`src/rtl/jamma_input_mux.sv`:
```
// jamma_input_mux
//
// Scans the JAMMA joystick splitter and conditions the board inputs for the
// arcade core. The splitter select line alternates between player 1 and
// player 2. After a settle period the shared jjoy bus is captured for the
// selected player. Each captured word is debounced per bit. The DB9 joystick
// is merged into player 1 at capture time. The coin switches are
// synchronised, falling-edge detected and stretched to a minimum low time.
// The service switch is synchronised.
// All joystick, coin and service signals are active-low.
//
// Optional build macro:
//   JAMMA_SOCD_EN - when defined, a debounced word that reports both up and
//                   down (or both left and right) pressed reports neither.
//                   Fire and start bits are unaffected.
//
// Parameters:
//   SETTLE_CYCLES     - pclk cycles jselect is held before each sample (>= 1)
//   DEBOUNCE_SAMPLES  - identical consecutive samples needed per bit (2..8)
//   COIN_PULSE_CYCLES - minimum low time of each coin output (>= 1)
//
// Ports:
//   pclk          in   system clock
//   reset         in   synchronous, active-high reset
//   jjoy[7:0]     in   shared JAMMA bus: up,down,left,right,fire1-3,start
//   local_joy[5:0] in  DB9 joystick, same order as jjoy[5:0]
//   jcoin[1:0]    in   coin switches (asynchronous)
//   jservice      in   service switch (asynchronous)
//   jselect       out  splitter select: 0 = player 1, 1 = player 2
//   joystick1     out  debounced player 1 word
//   joystick2     out  debounced player 2 word
//   coin[1:0]     out  conditioned coin outputs
//   service       out  synchronised service switch
//   sample_strobe out  one-cycle pulse on each player 2 sample (end of scan)

module jamma_input_mux #(
    parameter int unsigned SETTLE_CYCLES     = 16,
    parameter int unsigned DEBOUNCE_SAMPLES  = 3,
    parameter int unsigned COIN_PULSE_CYCLES = 1024
) (
    input  logic       pclk,
    input  logic       reset,
    input  logic [7:0] jjoy,
    input  logic [5:0] local_joy,
    input  logic [1:0] jcoin,
    input  logic       jservice,
    output logic       jselect,
    output logic [7:0] joystick1,
    output logic [7:0] joystick2,
    output logic [1:0] coin,
    output logic       service,
    output logic       sample_strobe
);

    localparam int unsigned SCW = $clog2(SETTLE_CYCLES + 1);
    localparam int unsigned CCW = $clog2(COIN_PULSE_CYCLES + 1);
    localparam logic [SCW-1:0] SETTLE_LOAD = SCW'(SETTLE_CYCLES - 1);
    localparam logic [CCW-1:0] COIN_LOAD   = CCW'(COIN_PULSE_CYCLES);

    typedef enum logic [1:0] {
        P1_SETTLE,
        P1_SAMPLE,
        P2_SETTLE,
        P2_SAMPLE
    } scan_state_t;

    typedef logic [DEBOUNCE_SAMPLES-1:0][7:0] history_t;

    // ------------------------------------------------------------------
    // Scan sequencer
    // ------------------------------------------------------------------
    scan_state_t    state;
    scan_state_t    state_next;
    logic [SCW-1:0] settle_cnt;
    logic [SCW-1:0] settle_cnt_next;
    logic           jselect_next;
    logic           strobe_next;
    logic           p1_take;
    logic           p2_take;

    always_comb begin
        state_next      = state;
        settle_cnt_next = settle_cnt;
        p1_take         = 1'b0;
        p2_take         = 1'b0;
        case (state)
            P1_SETTLE: begin
                if (settle_cnt == '0) state_next = P1_SAMPLE;
                else                  settle_cnt_next = settle_cnt - SCW'(1);
            end
            P1_SAMPLE: begin
                p1_take         = 1'b1;
                settle_cnt_next = SETTLE_LOAD;
                state_next      = P2_SETTLE;
            end
            P2_SETTLE: begin
                if (settle_cnt == '0) state_next = P2_SAMPLE;
                else                  settle_cnt_next = settle_cnt - SCW'(1);
            end
            P2_SAMPLE: begin
                p2_take         = 1'b1;
                settle_cnt_next = SETTLE_LOAD;
                state_next      = P1_SETTLE;
            end
            default: begin
                state_next      = P1_SETTLE;
                settle_cnt_next = SETTLE_LOAD;
            end
        endcase
        // jselect and the strobe are registered from the next state so they
        // line up exactly with the state they describe.
        jselect_next = (state_next == P2_SETTLE) || (state_next == P2_SAMPLE);
        strobe_next  = (state_next == P2_SAMPLE);
    end

    // ------------------------------------------------------------------
    // Capture and debounce
    // ------------------------------------------------------------------
    logic [7:0] p1_raw;
    history_t   hist1;
    history_t   hist2;
    history_t   hist1_next;
    history_t   hist2_next;
    logic [7:0] deb1;
    logic [7:0] deb2;
    logic [7:0] deb1_next;
    logic [7:0] deb2_next;

    assign p1_raw = jjoy & {2'b11, local_joy};

    // A bit goes high when every history entry is high, low when every entry
    // is low, and otherwise keeps its current level.
    function automatic logic [7:0] debounce(input history_t hist, input logic [7:0] held);
        logic [7:0] all_ones;
        logic [7:0] any_one;
        all_ones = '1;
        any_one  = '0;
        for (int unsigned i = 0; i < DEBOUNCE_SAMPLES; i++) begin
            all_ones = all_ones & hist[i];
            any_one  = any_one | hist[i];
        end
        return all_ones | (held & any_one);
    endfunction

    function automatic logic [7:0] socd(input logic [7:0] word);
        logic [7:0] result;
        result = word;
`ifdef JAMMA_SOCD_EN
        if (word[1:0] == 2'b00) result[1:0] = 2'b11;
        if (word[3:2] == 2'b00) result[3:2] = 2'b11;
`endif
        return result;
    endfunction

    always_comb begin
        hist1_next = hist1;
        hist2_next = hist2;
        if (p1_take) hist1_next = {hist1[DEBOUNCE_SAMPLES-2:0], p1_raw};
        if (p2_take) hist2_next = {hist2[DEBOUNCE_SAMPLES-2:0], jjoy};
        // Decoding the shifted history lets the output move on the edge that
        // captures the deciding sample.
        deb1_next = debounce(hist1_next, deb1);
        deb2_next = debounce(hist2_next, deb2);
    end

    // ------------------------------------------------------------------
    // Coin conditioning
    // ------------------------------------------------------------------
    logic [1:0]     coin_s1;
    logic [1:0]     coin_s2;
    logic [1:0]     coin_s3;
    logic [1:0]     coin_fall;
    logic [1:0]     coin_next;
    logic [CCW-1:0] coin_cnt      [2];
    logic [CCW-1:0] coin_cnt_next [2];

    always_comb begin
        coin_fall = coin_s3 & ~coin_s2;
        coin_next = 2'b11;
        for (int unsigned i = 0; i < 2; i++) begin
            coin_cnt_next[i] = coin_cnt[i];
            if (coin_fall[i])               coin_cnt_next[i] = COIN_LOAD;
            else if (coin_cnt[i] != '0)     coin_cnt_next[i] = coin_cnt[i] - CCW'(1);
            // Held low by the stretch or by a press that outlasts it.
            coin_next[i] = coin_s2[i] & (coin_cnt_next[i] == '0);
        end
    end

    // ------------------------------------------------------------------
    // Registers
    // ------------------------------------------------------------------
    logic svc_s1;

    always_ff @(posedge pclk) begin
        if (reset) begin
            state         <= P1_SETTLE;
            settle_cnt    <= SETTLE_LOAD;
            jselect       <= 1'b0;
            sample_strobe <= 1'b0;
            hist1         <= '1;
            hist2         <= '1;
            deb1          <= '1;
            deb2          <= '1;
            joystick1     <= '1;
            joystick2     <= '1;
            coin_s1       <= '1;
            coin_s2       <= '1;
            coin_s3       <= '1;
            for (int unsigned i = 0; i < 2; i++) coin_cnt[i] <= '0;
            coin          <= 2'b11;
            svc_s1        <= 1'b1;
            service       <= 1'b1;
        end else begin
            state         <= state_next;
            settle_cnt    <= settle_cnt_next;
            jselect       <= jselect_next;
            sample_strobe <= strobe_next;
            hist1         <= hist1_next;
            hist2         <= hist2_next;
            deb1          <= deb1_next;
            deb2          <= deb2_next;
            joystick1     <= socd(deb1_next);
            joystick2     <= socd(deb2_next);
            coin_s1       <= jcoin;
            coin_s2       <= coin_s1;
            coin_s3       <= coin_s2;
            for (int unsigned i = 0; i < 2; i++) coin_cnt[i] <= coin_cnt_next[i];
            coin          <= coin_next;
            svc_s1        <= jservice;
            service       <= svc_s1;
        end
    end

endmodule
```
`config.mk`:
```
export PLATFORM = sky130hd
export DESIGN_NAME = jamma_input_mux
export DESIGN_NICKNAME = d
export VERILOG_FILES = /design/src/rtl/jamma_input_mux.sv
export SDC_FILE = /design/constraint.sdc
export NUM_CORES = 1
export LEC_CHECK = 0
export BUFFER_PORTS_ARGS = -buffer_cell sky130_fd_sc_hd__buf_2
export CAP_MARGIN = 20
export CORE_MARGIN = 2
export CORE_UTILIZATION = 30
export DETAILED_ROUTE_END_ITERATION = 8
export PLACE_DENSITY = 0.57
export SLEW_MARGIN = 5
export SYNTH_ARGS = -nofsm -noshare
export SYNTH_HDL_FRONTEND = slang
export SYNTH_SLANG_ARGS = --single-unit
```
`constraint.sdc`:
```
create_clock -name pclk -period 1.9 [get_ports pclk]
set_input_delay 0.095 -clock pclk [delete_from_list [all_inputs] [get_ports pclk]]
set_output_delay 0.095 -clock pclk [all_outputs]
set_load 0.02 [all_outputs]
```
==> flow_metrics.tcl <==
set metrics [dict create \
    worst_slack_ps 47.1 \
    slowest_stage "or4b_4" \
    cap_viol_max_count 0 \
    worst_pin_slew_ps 567 \
    cts_tree "built" \
    synth_seq_cells 104 \
    drc 0 \
    initial_core_util_pct 30.3 \
    critical_path_class "reg -> reg" \
    drive_gt1_share_pct 18.5 \
    ant_nets 0 \
    worstPathMaxFanout 5 \
    gp_congestion 0.877 \
    cp.arrival_ps 2080 \
    synth_area_leaders "dfxtp_1, a21oi_1, nand2_1, nor2_1, a211o_1" \
    critical_path_buf_inv_count 1 \
    grt_pass1_wl_um 16500 \
    die_y_um 127 \
    io_pins 40 \
    first_pass_iters 4 \
    root_buffer "clkbuf_16" \
    relSlewSlack_pct 61.8 \
    synth_cells 519 \
    dpl.hpwl_um 7020 \
    period_needed_ps 1850 \
    min_from "jjoy[7]" \
    period_share_pct 97.5 \
    dieArea_um2 16200 \
    die_w_um 127 \
    via_count 3762 \
    synth-main-ff-cell "dfxtp_1" \
    synthesis.nets 545 \
    reg2reg_to "coin[1]" \
    syn_area_um2 4550 \
    reg2regPathDepth 7 \
    nFillCells 1501 \
    clkSlewWorstSetupHoldPaths_ps 70 \
    hold_violations 0 \
    fin_skew_ps 8.67 \
    crit_chain "inv_1, ha_4, or4b_4, nor4_4, a221oi_1, o2111a_1, a31o_1" \
    antennaDiodeCount 0 \
    regArea_um2 2080 \
    syn_to_final_growth_pct 19.6 \
    fin_nets 594 \
    fin_cells 761 \
    slew_violations 0 \
    grt_pass1_vias 3605 \
    hold_depth 3 \
    routedWlPerCell_um 12.9 \
    end_kind "flip-flop" \
    rows 45 \
    antenna_found_initial 0 \
    clk_latency_ps 340 \
    drt_wl_total_um 9790 \
    p_per_area_nw_per_um2 1290 \
    dpl_worst_slack_ps 10.6 \
    synth_area_per_cell_um2 8.77 \
    whs_endpoint "hist2[7]" \
    ys_seq_area_share_pct 45.7 \
    cts_buffers 9 \
    dp_cells 739 \
    core_um2 15000 \
    yosys.area.top_type "dfxtp_1" \
    r2r_start "coin_cnt[0][12]" \
    p_leak_nw 2.08 \
    htreeDepth 3 \
    synth_most_common_cell "dfxtp_1" \
    setup_viol 0 \
    clkSinkCount 104 \
    hp-class "in -> reg" \
    portBuffers 39 \
    netlist_top_cells_count "dfxtp_1, nand2_1, a21oi_1" \
    start_kind "flip-flop" \
    grt_use_total_pct 12.4 \
    avgViaCountPerCell 4.94 \
    ys_async_sr_fraction_pct 0 \
    setup_tns_ps 0 \
    fmax_ghz 0.540 \
    status "completed" \
    multiInputGateArea_um2 2300 \
    synth_warnings 0 \
    drtIter0Drc 171 \
    synth.distinct_cells 62 \
    grt-ovfl-total 0 \
    rrSetupSlack_ps 50 \
    clockBufferDepth 2 \
    synth_top_cell_area_share_pct 45.7 \
    worstPathRequired_ps 2130 \
    synth_edf_count 0 \
    worst_path_dominant_cell_family "simple AND/OR/NAND/NOR gates" \
    cp_slowest_stage_delay_ps 490 \
    peakVddDrop_uv 515 \
    grt_max_degree 42 \
]
[power breakdown]
part           switching, mW  leakage [nW]  total (mW)  internal (mW)
Clock                  0.848         0.154        2.02           1.17
Combinational           1.22          1.08        2.34           1.12
Sequential             0.264         0.847        2.64           2.38
Total                   2.33          2.08        7.00           4.67
[cells by family after synthesis]
logic type	share of synthesized area (%)
and+or+nand+nor	24.1
DFF	45.7
muxes	0.440
AOI/OAI and AO/OA	21.8
buffers and inverters	4.78
adders and majority gates	1.92
xor gates and xnor gates	1.15
[layout by cell type (no fill, tap or decap), drive strengths merged, types with 6 or more instances in the layout]
cell type,Yosys,final
dfxtp,104,104
buf,11,60
nand2,59,59
a21oi,55,55
nor2,45,45
inv,19,21
nor2b,20,20
a211o,18,18
nand2b,16,16
o21bai,15,15
nor3,12,12
o21a,11,11
o21ai,11,11
or2,10,10
nand3,10,10
clkbuf,16,9
nor4,9,9
o211ai,8,8
ha,7,7
a32o,6,6
[layout make-up]
class,instances,area share (%)
multi-input cells,368,42.2
flip-flops and latches,104,38.2
repair buffers,65,7.86
well taps,188,4.32
clock buffers,9,4.14
clock inverters,7,1.91
inverters,20,1.38
[worst register-to-register path, delay by kind of cell, from the launching register on]
kind	cells	cell delay, ps
and+or+nand+nor	2	710
AOI/OAI and AO/OA	3	460
DFF	1	310
adders and majority gates	1	170
buffers and inverters	1	100
[per-layer routing]
| metal | track usage (%) | wire length, um | vias up | part of all wire [%] |
|---|---|---|---|---|
| li1 | - | - | 1928 | - |
| met1 | 15.8 | 4670 | 1758 | 48 |
| met2 | 20.6 | 4480 | 61 | 46 |
| met3 | 2.89 | 440 | 15 | 4.5 |
| met4 | 4.52 | 190 | 0 | 1.9 |
| met5 | 0 | 0 | - | 0 |
[repair_timing]
item | CTS | global route
hold endpoints to repair | 5 | 0
hold buffers | 5 | 0
endpoints found under the setup margin | 0 | 2
gates resized for setup | 0 | 6
setup buffers | 0 | 1
[flip-flops by register name, indices dropped and copies added, names as in the netlist]
name and cells:
coin_s1 2, coin_s3 2, state 1, hist2 24
svc_s1 1, service 1, deb1 8, coin 2
deb2 8, coin_s2 2, sample_strobe 1, jselect 1
coin_cnt 22, hist1 24, settle_cnt 5
[how the worst max path moves through the flow]
stage	to	startpoint	slack, ps	cells after the start
floorplan	coin[1]	coin_cnt[0][11]	7	8
global placement	coin[1]	coin_cnt[0][11]	100	7
CTS	coin[0]	coin_cnt[0][0]	1	7
global route	coin[0]	coin_cnt[0][0]	-5	7
finish	coin[1]	coin_cnt[0][12]	50	7
detailed placement	coin[0]	coin_cnt[0][0]	10	7
[through the flow]
stage	util [%]	hold slack, ps	power [mW]	instance area, um^2
6_report	36.2	25.1	7.00	5450
3_3_place_gp	33.4	277	4.83	5020
4_1_cts	35.9	13.2	6.90	5400
5_1_grt	36.2	35.9	7.43	5450
2_1_floorplan	-	194	4.31	4560
3_5_place_dp	33.4	285	4.87	5020
Power figures use the tool's default switching activity.
